===== src/rtl/piso_serializer_tx.sv =====
// rtl/piso_serializer_tx.sv - parallel-in/serial-out transmitter with valid/ready word load
// Optional even-parity bit after the data bits is enabled by defining PISO_TX_PARITY_EN.
module piso_serializer_tx #(
  parameter int WIDTH     = 8,
  parameter int MSB_FIRST = 1
) (
  input  logic             clk_signal,
  input  logic             rst_signal,
  input  logic [WIDTH-1:0] D_in,
  input  logic             load_valid,
  output logic             load_ready,
  output logic             serial_out,
  output logic             frame_out,
  output logic             done_pulse,
  output logic             busy
);

  localparam int            CW       = $clog2(WIDTH + 2);
  localparam logic [CW-1:0] LAST_CNT = CW'(WIDTH);

  typedef enum logic [1:0] {
    IDLE  = 2'd0,
    SHIFT = 2'd1,
    DONE  = 2'd2
`ifdef PISO_TX_PARITY_EN
    , PARITY = 2'd3
`endif
  } state_t;

  state_t           r_state;
  logic [WIDTH-1:0] r_shift_reg;
  logic [CW-1:0]    r_bit_cnt;
  logic             r_serial;
  logic             r_frame;
  logic             r_done;
`ifdef PISO_TX_PARITY_EN
  logic             r_parity;
`endif

  logic             w_first_bit;
  logic             w_next_bit;
  logic [WIDTH-1:0] w_shifted;

  // The register shifts toward the transmit end so the next bit is always at a fixed index.
  always_comb begin
    w_first_bit = (MSB_FIRST != 0) ? D_in[WIDTH-1] : D_in[0];
    w_next_bit  = (MSB_FIRST != 0) ? r_shift_reg[WIDTH-2] : r_shift_reg[1];
    w_shifted   = (MSB_FIRST != 0) ? {r_shift_reg[WIDTH-2:0], 1'b0}
                                   : {1'b0, r_shift_reg[WIDTH-1:1]};
  end

  always_ff @(posedge clk_signal) begin
    if (rst_signal) begin
      r_state     <= IDLE;
      r_shift_reg <= '0;
      r_bit_cnt   <= '0;
      r_serial    <= 1'b0;
      r_frame     <= 1'b0;
      r_done      <= 1'b0;
`ifdef PISO_TX_PARITY_EN
      r_parity    <= 1'b0;
`endif
    end else begin
      case (r_state)
        IDLE: begin
          if (load_valid) begin
            r_shift_reg <= D_in;
            r_bit_cnt   <= CW'(1);
            r_serial    <= w_first_bit;
            r_frame     <= 1'b1;
            r_state     <= SHIFT;
`ifdef PISO_TX_PARITY_EN
            r_parity    <= ^D_in;
`endif
          end
        end
        SHIFT: begin
          if (r_bit_cnt == LAST_CNT) begin
`ifdef PISO_TX_PARITY_EN
            r_serial <= r_parity;
            r_state  <= PARITY;
`else
            r_serial <= 1'b0;
            r_frame  <= 1'b0;
            r_done   <= 1'b1;
            r_state  <= DONE;
`endif
          end else begin
            r_shift_reg <= w_shifted;
            r_serial    <= w_next_bit;
            r_bit_cnt   <= r_bit_cnt + CW'(1);
          end
        end
`ifdef PISO_TX_PARITY_EN
        PARITY: begin
          r_serial <= 1'b0;
          r_frame  <= 1'b0;
          r_done   <= 1'b1;
          r_state  <= DONE;
        end
`endif
        DONE: begin
          r_done    <= 1'b0;
          r_bit_cnt <= '0;
          r_state   <= IDLE;
        end
        default: r_state <= IDLE;
      endcase
    end
  end

  assign load_ready = (r_state == IDLE);
  assign busy       = (r_state != IDLE);
  assign serial_out = r_serial;
  assign frame_out  = r_frame;
  assign done_pulse = r_done;

endmodule

===== config.mk =====
export PLATFORM = sky130hd
export DESIGN_NAME = piso_serializer_tx
export DESIGN_NICKNAME = d
export VERILOG_FILES = /design/src/rtl/piso_serializer_tx.sv
export SDC_FILE = /design/constraint.sdc
export NUM_CORES = 1
export LEC_CHECK = 0
export ABC_CLOCK_PERIOD_IN_PS = 1600
export CAP_MARGIN = 20
export CORE_ASPECT_RATIO = 1.75
export CORE_MARGIN = 8
export CORE_UTILIZATION = 30
export CTS_BUF_LIST = sky130_fd_sc_hd__clkbuf_4
export DETAILED_ROUTE_END_ITERATION = 8
export PLACE_DENSITY = 0.6
export SLEW_MARGIN = 20
export SYNTH_ARGS = -nofsm -noshare
export SYNTH_HDL_FRONTEND = slang
export SYNTH_SLANG_ARGS = --single-unit
export TNS_END_PERCENT = 30

===== constraint.sdc =====
create_clock -name clk_signal -period 1.6 [get_ports clk_signal]
set_clock_uncertainty 0.05 [all_clocks]
set_input_delay 0.48 -clock clk_signal [delete_from_list [all_inputs] [get_ports clk_signal]]
set_output_delay 0.48 -clock clk_signal [all_outputs]
set_load 0.01 [all_outputs]

==> summary.txt, run 1 <==
Timing
  – Fmax: 0.623 GHz
  – Final period utilization: 100%
  – Slew Limit Fails: 0
  – Worst-margin pin slew: 312 ps
  – # setup viols final: 2
  – Final Hold Fails: 0
  – Tmin final: 1610 ps
  – Max-slew headroom: 79.2%
  – RSZ-0062 raised after global routing: true
  – Final worst setup slack: -5.35 ps

Synthesis
  – Synth area leader: dfxtp_1
  – Syn_nets: 113
  – Post-synthesis adder-cell area fraction: 8.86%
  – Post-synthesis simple-gate area fraction: 19.1%
  – Async SR Flop Fraction: 0%
  – Cell area after synthesis: 847 um^2
  – Complex-gate fraction of the synthesized area: 18.6%
  – Post-synthesis cell count: 96
  – FF+latch count, synth: 16
  – Xor/xnor share of the synthesized area: 0%
  – Sequential area share after synthesis: 37.8%
  – Synth top area cells: dfxtp_1, mux2i_1, ha_1
  – Portion of netlist area occupied by mux cells: 9.45%
  – Yosys cell types: 25
  – Number of flops mapped to enable cells by yosys: 0
  – Synth Warn #: 0
  – Top-area cell type share of the netlist area: 37.8%
  – Syn avg cell area: 8.82 um^2
  – Largest family of logic cells by synthesized area: simple AND/OR/NAND/NOR gates
  – Top FF cell, synth: dfxtp_1

Floorplan
  – Die area: 4850 um^2
  – Row cnt: 25
  – # IOs: 16
  – Die width: 56.2 um
  – Chip Height: 86.3 um
  – Initial Util: 31.5%
  – Core Region: 2690 um^2

Critical path
  – RR Startpoint: r_bit_cnt[0]
  – Setup crit start: r_state[0]
  – Crit path max-delay family: flip-flops
  – Buf/Inv on CP: 3
  – Crit path capture type: primary output
  – Max FO, Critical Path: 5
  – Setup Crit Path Kind: register to primary output
  – Worst R2R End: r_bit_cnt[2]
  – Critical Path, Cell by Cell: inv_2, ha_4, inv_1, buf_2
  – CP Data Arrival Time: 1080 ps
  – Crit-path max cell delay: 330 ps
  – Worst reg-to-reg path cell count: 5
  – CP max stage cell: dfxtp_2
  – Nature of the critical path startpoint: register
  – Req. time, crit path: 1070 ps
  – Reg2Reg Setup Slack: 0 ps

Detailed routing
  – DRT antenna net count: 0
  – Detailed Route WL: 2200 um
  – DRC viols: 0
  – WL per Instance: 14.1 um
  – Starting DRT DRC Count: 29
  – Routed vias/inst: 5.28
  – Via count: 823
  – 1st-pass router iterations: 4

Hold path
  – Worst hold path startpoint: serial_out
  – Worst hold path class: register to register
  – Worst Hold End: serial_out
  – WHS Path Cells: 2

CTS
  – H-tree levels: 1
  – Post-CTS setup buffers: 0
  – Clock Path Buffers: 2
  – # hold bufs at CTS: 0
  – Clock transition at path regs: 100 ps
  – TritonCTS buffer count: 3
  – Worst-Skew Late Latency: 290 ps
  – Clock sink total: 16
  – CTS root buffer: clkbuf_4
  – CTS tree: yes

Power
  – Pwr dens: 782 nW/um^2
  – Switching pwr: 290 uW
  – Internal power: 678 uW
  – VDD IR max: 0.481 mV
  – Power share of the clock group: 23.2%
  – Flop pwr share: 46.3%
  – Pleak: 0.000510 uW
  – Combinational share of power: 30.5%
  – Sw Share: 29.9%

Placed design
  – Post-placement cell count: 151
  – Gpl congestion: 0.840
  – Input/output buffers: 15
  – HPWL Detailed: 1730 um

Layout
  – Commonest non-fill, non-tap cell in the layout: buf_4
  – Layout cells sized above 1: 31.8%
  – Synth-to-layout area growth: 46.1%
  – Layout Nets: 147
  – Ant. Diodes: 0
  – # fillers: 273
  – Final Util: 46.0%
  – Number of flip-flops in the largest register: 7
  – Commonest non-fill, non-tap cells in the layout: buf_4, dfxtp_1, nor2_1
  – Final Non-Filler Cells: 156

GRT
  – First-pass GRT wire length: 3640 um
  – Final global-route overflow total: 0
  – Initial antenna violation count: 0
  – Pin count of the biggest net entering global routing: 11
  – Total GRT Usage: 9.05%
  – Vias in the first global route: 881

Status
  – Status: finished with violations
  – Failing checks: negative setup slack

Flow run
  – Max Cap Viol: 0
## power by group through the flow
stage	combinational, uW	clock (uW)	sequential [uW]
finish	295	225	448
global route	323	244	451
CTS	266	228	447
detailed placement	269	0	456
global placement	264	0	456
floorplan	140	0	458
## cell families (layout without fill, tap and decap cells)
logic type / Yosys count / count (layout)
simple gates: 30 / 30
compound gates: 23 / 23
flops: 16 / 16
buf+inv: 13 / 46
mux: 8 / 8
fa+ha+maj: 6 / 6
## synthesized netlist by cell type (2+ instances only)
cell      count
a21oi_1       6
ha_1          6
inv_1         8
or4_1         2
nand2b_1      2
nand3_1       4
dfxtp_1      16
o21ai_0       3
clkbuf_1      2
a211oi_1      7
mux2i_1       8
nor2_1       11
nor3_1        3
buf_2         3
o32ai_1       3
nand2_1       3
## tightest hold or removal path: stages, from the launching register on
cell and delay, ps:
dfxtp_1 320, inv_1 50, a221oi_1 60
## per-layer routing
layer	part of all wire (%)	GRT usage, %
met5	0	0
met2	57	17.2
met1	37	8.15
met4	2.7	5.49
met3	3.6	2.34
## through the flow
| stage | power [uW] | setup WS, ps | TNS, ps | area (um^2) | hold slack (ps) |
|---|---|---|---|---|---|
| 2_1_floorplan | 598 | 29.8 | 0 | 862 | 411 |
| 3_3_place_gp | 720 | -377 | -3610 | 1160 | 409 |
| 3_5_place_dp | 725 | -389 | -3880 | 1160 | 413 |
| 4_1_cts | 941 | -83.3 | -265 | 1190 | 430 |
| 5_1_grt | 1020 | -78.8 | -374 | 1240 | 461 |
| 6_report | 968 | -5.35 | -8.19 | 1240 | 427 |
## area by class of cell
cell class / count / area [um^2] / area share, %
clock buffers: 3 / 22.5 / 1.82
clock inverters: 1 / 3.75 / 0.303
inverters: 8 / 30.0 / 2.43
multi-input cells: 67 / 542 / 43.8
flip-flops and latches: 16 / 323 / 26.1
well taps: 27 / 33.8 / 2.73
repair buffers: 34 / 283 / 22.9
## repair_timing
item,4_1_cts,5_1_grt
endpoints found under the setup margin,14,13
gates resized for setup,10,14
pin swaps,0,2
gates cloned,0,1
## worst max-delay path by stage
stage	to	slack, ps	cells after the start
final	busy	-5	4
after global routing	r_bit_cnt[1]	-80	6
after global placement	r_bit_cnt[1]	-380	5
after floorplan	r_bit_cnt[1]	30	6
after CTS	busy	-80	4
after detailed placement	r_bit_cnt[1]	-390	5
Power figures use the tool's default switching activity.
==> run 2: changes to the inputs <==
- DONT_BUFFER_PORTS: not set -> 1
- PLACE_DENSITY: 0.6 -> 0.51
==> summary.txt, run 2 (synthesized netlist as in run 1, its figures left out) <==
CTS
  – TritonCTS buffer count: 3 (unchanged)
  – Clock Path Buffers: 2 (unchanged)
  – H-tree levels: 1 (unchanged)
  – CTS tree: yes
  – Clock transition at path regs: 90 ps (about the same)
  – Clock sink total: 16 (unchanged)
  – # hold bufs at CTS: 0 (unchanged)
  – CTS root buffer: clkbuf_4
  – Worst-Skew Late Latency: 280 ps (about the same)

Timing
  – Setup_tns: -101 ps (-92.5 ps)
  – Slew Limit Fails: 0 (unchanged)
  – RSZ-0062 raised after global routing: true
  – Final worst setup slack: -64.2 ps (-58.8 ps)
  – Max-slew headroom: 76.5% (-2.7 points)
  – Tmin final: 1660 ps (+58.8 ps)
  – Worst-margin pin slew: 352 ps (+40.4 ps)
  – # setup viols final: 3 (+1)
  – Fmax: 0.601 GHz (-3.5%)
  – Final period utilization: 104% (+3.7 points)
  – Final Hold Fails: 0 (unchanged)

Critical path
  – Max FO, Critical Path: 5 (unchanged)
  – CP max stage cell: or4_4
  – Crit-path max cell delay: 480 ps (+150 ps)
  – Nature of the critical path startpoint: register
  – Buf/Inv on CP: 1 (-2)
  – CP Data Arrival Time: 1810 ps (+730 ps)
  – Crit path max-delay family: simple AND/OR/NAND/NOR gates
  – Critical Path, Cell by Cell: inv_2, ha_4, nor2b_4, or2_4, or4_4, o31ai_2
  – Crit path capture type: register
  – Req. time, crit path: 1740 ps (+670 ps)
  – Setup Crit Path Kind: register to register

GRT
  – Pin count of the biggest net entering global routing: 21 (+10)
  – Vias in the first global route: 762 (-14%)
  – Final global-route overflow total: 0 (unchanged)
  – Initial antenna violation count: 0 (unchanged)
  – Total GRT Usage: 8.65% (-0.40 points)
  – First-pass GRT wire length: 3390 um (-6.7%)

Status
  – Status: finished with violations
  – Failing checks: negative setup slack

Placed design
  – HPWL Detailed: 1600 um (-7.8%)
  – Input/output buffers: 0 (-15)
  – Dpl ws: -31.3 ps (+358 ps)
  – Gpl congestion: 0.779 (-7.3%)

Layout
  – Synth-to-layout area growth: 19.5%
  – Commonest non-fill, non-tap cells in the layout: dfxtp_1, nor2_1, buf_4
  – Layout Nets: 124 (-16%)
  – Number of flip-flops in the largest register: 7 (unchanged)
  – Layout cells sized above 1: 31.4% (-0.35 points)
  – Ant. Diodes: 0 (unchanged)
  – Commonest non-fill, non-tap cell in the layout: dfxtp_1

Power
  – Combinational share of power: 23.0% (-7.5 points)
  – VDD IR max: 0.415 mV (-14%)
  – Internal power: 617 uW (-9.1%)
  – Sw Share: 28.0% (-1.9 points)
  – Power share of the clock group: 24.2% (+1.0 points)
  – Pleak: 0.000401 uW (-21%)
  – Flop pwr share: 52.9% (+6.6 points)
  – Switching pwr: 240 uW (-17%)
  – Pwr dens: 846 nW/um^2 (+8.2%)

Floorplan
  – # IOs: 16 (unchanged)
  – Core Region: 2690 um^2 (unchanged)
  – Die area: 4850 um^2 (unchanged)
  – Die width: 56.2 um (unchanged)
  – Row cnt: 25 (unchanged)
  – Initial Util: 31.5% (unchanged)
  – Chip Height: 86.3 um (unchanged)

Flow run
  – Max Cap Viol: 0 (unchanged)

Detailed routing
  – Routed vias/inst: 5.39 (+2.1%)
  – Metal3 WL: 121 um (+51%)
  – Top routing layer in use: met4
  – DRT antenna net count: 0 (unchanged)
  – Routed wl met2: 1160 um (-6.7%)
  – DRT met1 WL: 722 um (-11%)
  – WL per Instance: 15.4 um (+9.1%)
  – Via count: 711 (-14%)
  – Starting DRT DRC Count: 8 (-72%)
  – DRC viols: 0 (unchanged)
  – Detailed Route WL: 2030 um (-7.7%)
  – 1st-pass router iterations: 3 (-1)

Hold path
  – Worst hold path class: input pin to register
## run 2: power groups by stage
stage	sequential, uW	combinational, uW	clock, uW
2_1_floorplan	458	140	0
3_3_place_gp	461	192	0
3_5_place_dp	462	193	0
4_1_cts	453	196	226
5_1_grt	458	220	241
6_report	453	197	207
## run 2: layer usage
layer / global-route usage (%) / up-vias
li1: - / 359
met4: 4.62 / 0
met5: 0 / -
met3: 3.81 / 3
met2: 16.9 / 14
met1: 6.78 / 335
## run 2: through the flow
step | cell area [um^2] | total power [uW] | hold WS (ps) | util, % | std cells
3_3_place_gp | 948 | 653 | 423 | 35.3 | 128
3_5_place_dp | 948 | 655 | 427 | 35.3 | 128
4_1_cts | 981 | 874 | 191 | 36.5 | 132
5_1_grt | 1010 | 919 | 179 | 37.6 | 132
6_report | 1010 | 857 | 200 | 37.6 | 132
2_1_floorplan | 862 | 598 | 411 | - | 96
## run 2: path summary, 6_finish.rpt
path                   from      endpoint  slack, ps  cells after the start
max              r_state[0]  r_bit_cnt[1]        -60                      6
min              rst_signal  r_bit_cnt[2]        200                      1
max reg2reg      r_state[0]  r_bit_cnt[1]        -60                      6
min reg2reg  r_shift_reg[6]    serial_out        430                      2
## run 2: layout make-up
type	count	area, um^2
repair buffers	11	82.6
multi-input cells	67	515
clock buffers	3	22.5
well taps	27	33.8
fillers	288	1680
inverters	8	32.5
flip-flops and latches	16	325
## run 2: timing repair
item	4_1_cts	5_1_grt
pin swaps	0	1
endpoints found under the setup margin	4	12
gates resized for setup	2	9
setup buffers	1	0
==> RTL edit (flow settings as in run 2) <==
Add a define of `PISO_TX_PARITY_EN`.
--- a/src/rtl/piso_serializer_tx.sv
+++ b/src/rtl/piso_serializer_tx.sv
@@ -1,4 +1,6 @@
 // rtl/piso_serializer_tx.sv - parallel-in/serial-out transmitter with valid/ready word load
 // Optional even-parity bit after the data bits is enabled by defining PISO_TX_PARITY_EN.
+`define PISO_TX_PARITY_EN
+
 module piso_serializer_tx #(
   parameter int WIDTH     = 8,
Formal check against the unedited RTL: not equivalent (Yosys sat finds a counterexample within 10 cycles, from zero or initial values and one cycle with rst_signal high).
==> RTL edit against run 2 <==
The run still ends with setup timing left. Synthesized area grew 15%. Wire length grew 26%. Sequential cell count up 1. Worst setup slack lost 0.17 ns. Cell area rose by 33%. First-iteration DRC count increased to 3.1 times the old value.
Power is not compared: it rests on default switching activity, and its combinational part moved more than twofold at a synthesized area within 25%.
==> RTL edit: results (changes against run 2) <==
- Setup WS post-layout: -0.2318 ns (-0.1677 ns)
- Prevailing post-synth register cell: dfxtp_1
- Met3 Wirelength: 124 um (+2.5%)
- Hold WS: 0.1685 ns (-0.03114 ns)
- Overall Power: 0.002348 W
- Type of the tightest min-delay check: input pin to register
- DR top layer: met4
- Max reg flops: 7 (unchanged)
- Outcome: complete, but fails checks
- Layout cells sized above 1: 38.81% (+7.4 points)
- Crit path arrival time: 2.03 ns (+0.22 ns)
- Setup WS pre-CTS: -0.2622 ns (-0.2309 ns)
- Measured slew at the worst slew-check pin: 0.2100 ns (-0.1419 ns)
- Drt pass-1 iters: 4 (+1)
- Placed inst area: 1136 sq um (+20%)
- CP delay by family, top: simple AND/OR/NAND/NOR gates
- Syn nets: 130 (+15%)
- Non-filler cells, final: 177 (+34%)
- Pin count of the biggest net entering global routing: 19 (-9.5%)
- Max Root-Sink Buffers: 2 (unchanged)
- Final setup TNS: -0.4446 ns (-0.3439 ns)
- Drt total wl: 2545 um (+26%)
- Netlist cell types: 30 (+20%)
- RD Place Congestion: 0.7862 (+0.99%)
- Dpl cells: 167 (+30%)
- Met2 usage: 18.04% (+1.1 points)
- CP max-delay cell: or4_4
- Top cells by count, synth: 17 x dfxtp_1, 17 x nor2_1, 8 x a211oi_1, 8 x xnor2_1, 7 x inv_1
- Mapped Cells: 113 (+18%)
- Crit Reg-Reg Startpoint: r_state[1]
- Clk slew on worst S/H paths: 0.10 ns
- Area contributors post-synth: dfxtp_1 35%, ha_1 7.7%, xnor2_1 7.2%
- Vias in the first global route: 908 (+19%)
- Endpoints failing setup: 10 (+7)
- Detail Placement HPWL: 1753 um (+9.7%)
- Seq/Total Area, Yosys: 35.01% (-2.8 points)
- Post-cts resize count: 16 (+14)
- WL met1: 904 um (+25%)
- GRT met3 Usage: 2.401% (-1.4 points)
- First-pass GRT wire length: 4091 um (+21%)
- Max FO, Critical Path: 2 (-3)
- Worst skew pair latency: 0.30 ns (+0.02 ns)
- Via count: 872 (+23%)
- Max-slew violations: 0 (unchanged)
- RR Endpoint: r_bit_cnt[2]
- Total track usage: 9.790% (+1.1 points)
- Initial DRC Count: 25 (+17)
- Nets: 152 (+23%)
- WL met2: 1466 um (+26%)
- GR Layer Usage met1: 9.350% (+2.6 points)
- Failing checks: setup timing
RTL edit: how the worst min path moves through the flow:
stage                               from  cells after the start             end
final                         rst_signal                      1    r_bit_cnt[1]
after CTS                     rst_signal                      1    r_bit_cnt[1]
after global routing          rst_signal                      1    r_bit_cnt[1]
after detailed placement  r_shift_reg[0]                      2  r_shift_reg[0]
after floorplan           r_shift_reg[0]                      2  r_shift_reg[0]
after global placement    r_shift_reg[0]                      2  r_shift_reg[0]
RTL edit: logic make-up after synthesis:
family / count (synthesis) / synth area share, %
AO/OA/AOI/OAI: 22 / 14.54
buffers and inverters: 14 / 7.078
flip-flops: 17 / 35.01
AND/OR/NAND/NOR: 40 / 22.26
XOR/XNOR: 8 / 7.207
adder cells (fa/ha/maj): 6 / 7.722
multiplexers: 6 / 6.178
RTL edit: final cells by class:
class,count,area [sq um]
Sequential cell,17,347.8
Multi-Input combinational cell,82,660.6
Clock buffer,4,30.03
Fill cell,325,1767
Tap cell,43,53.80
Inverter,7,33.78
Timing Repair Buffer,24,215.2
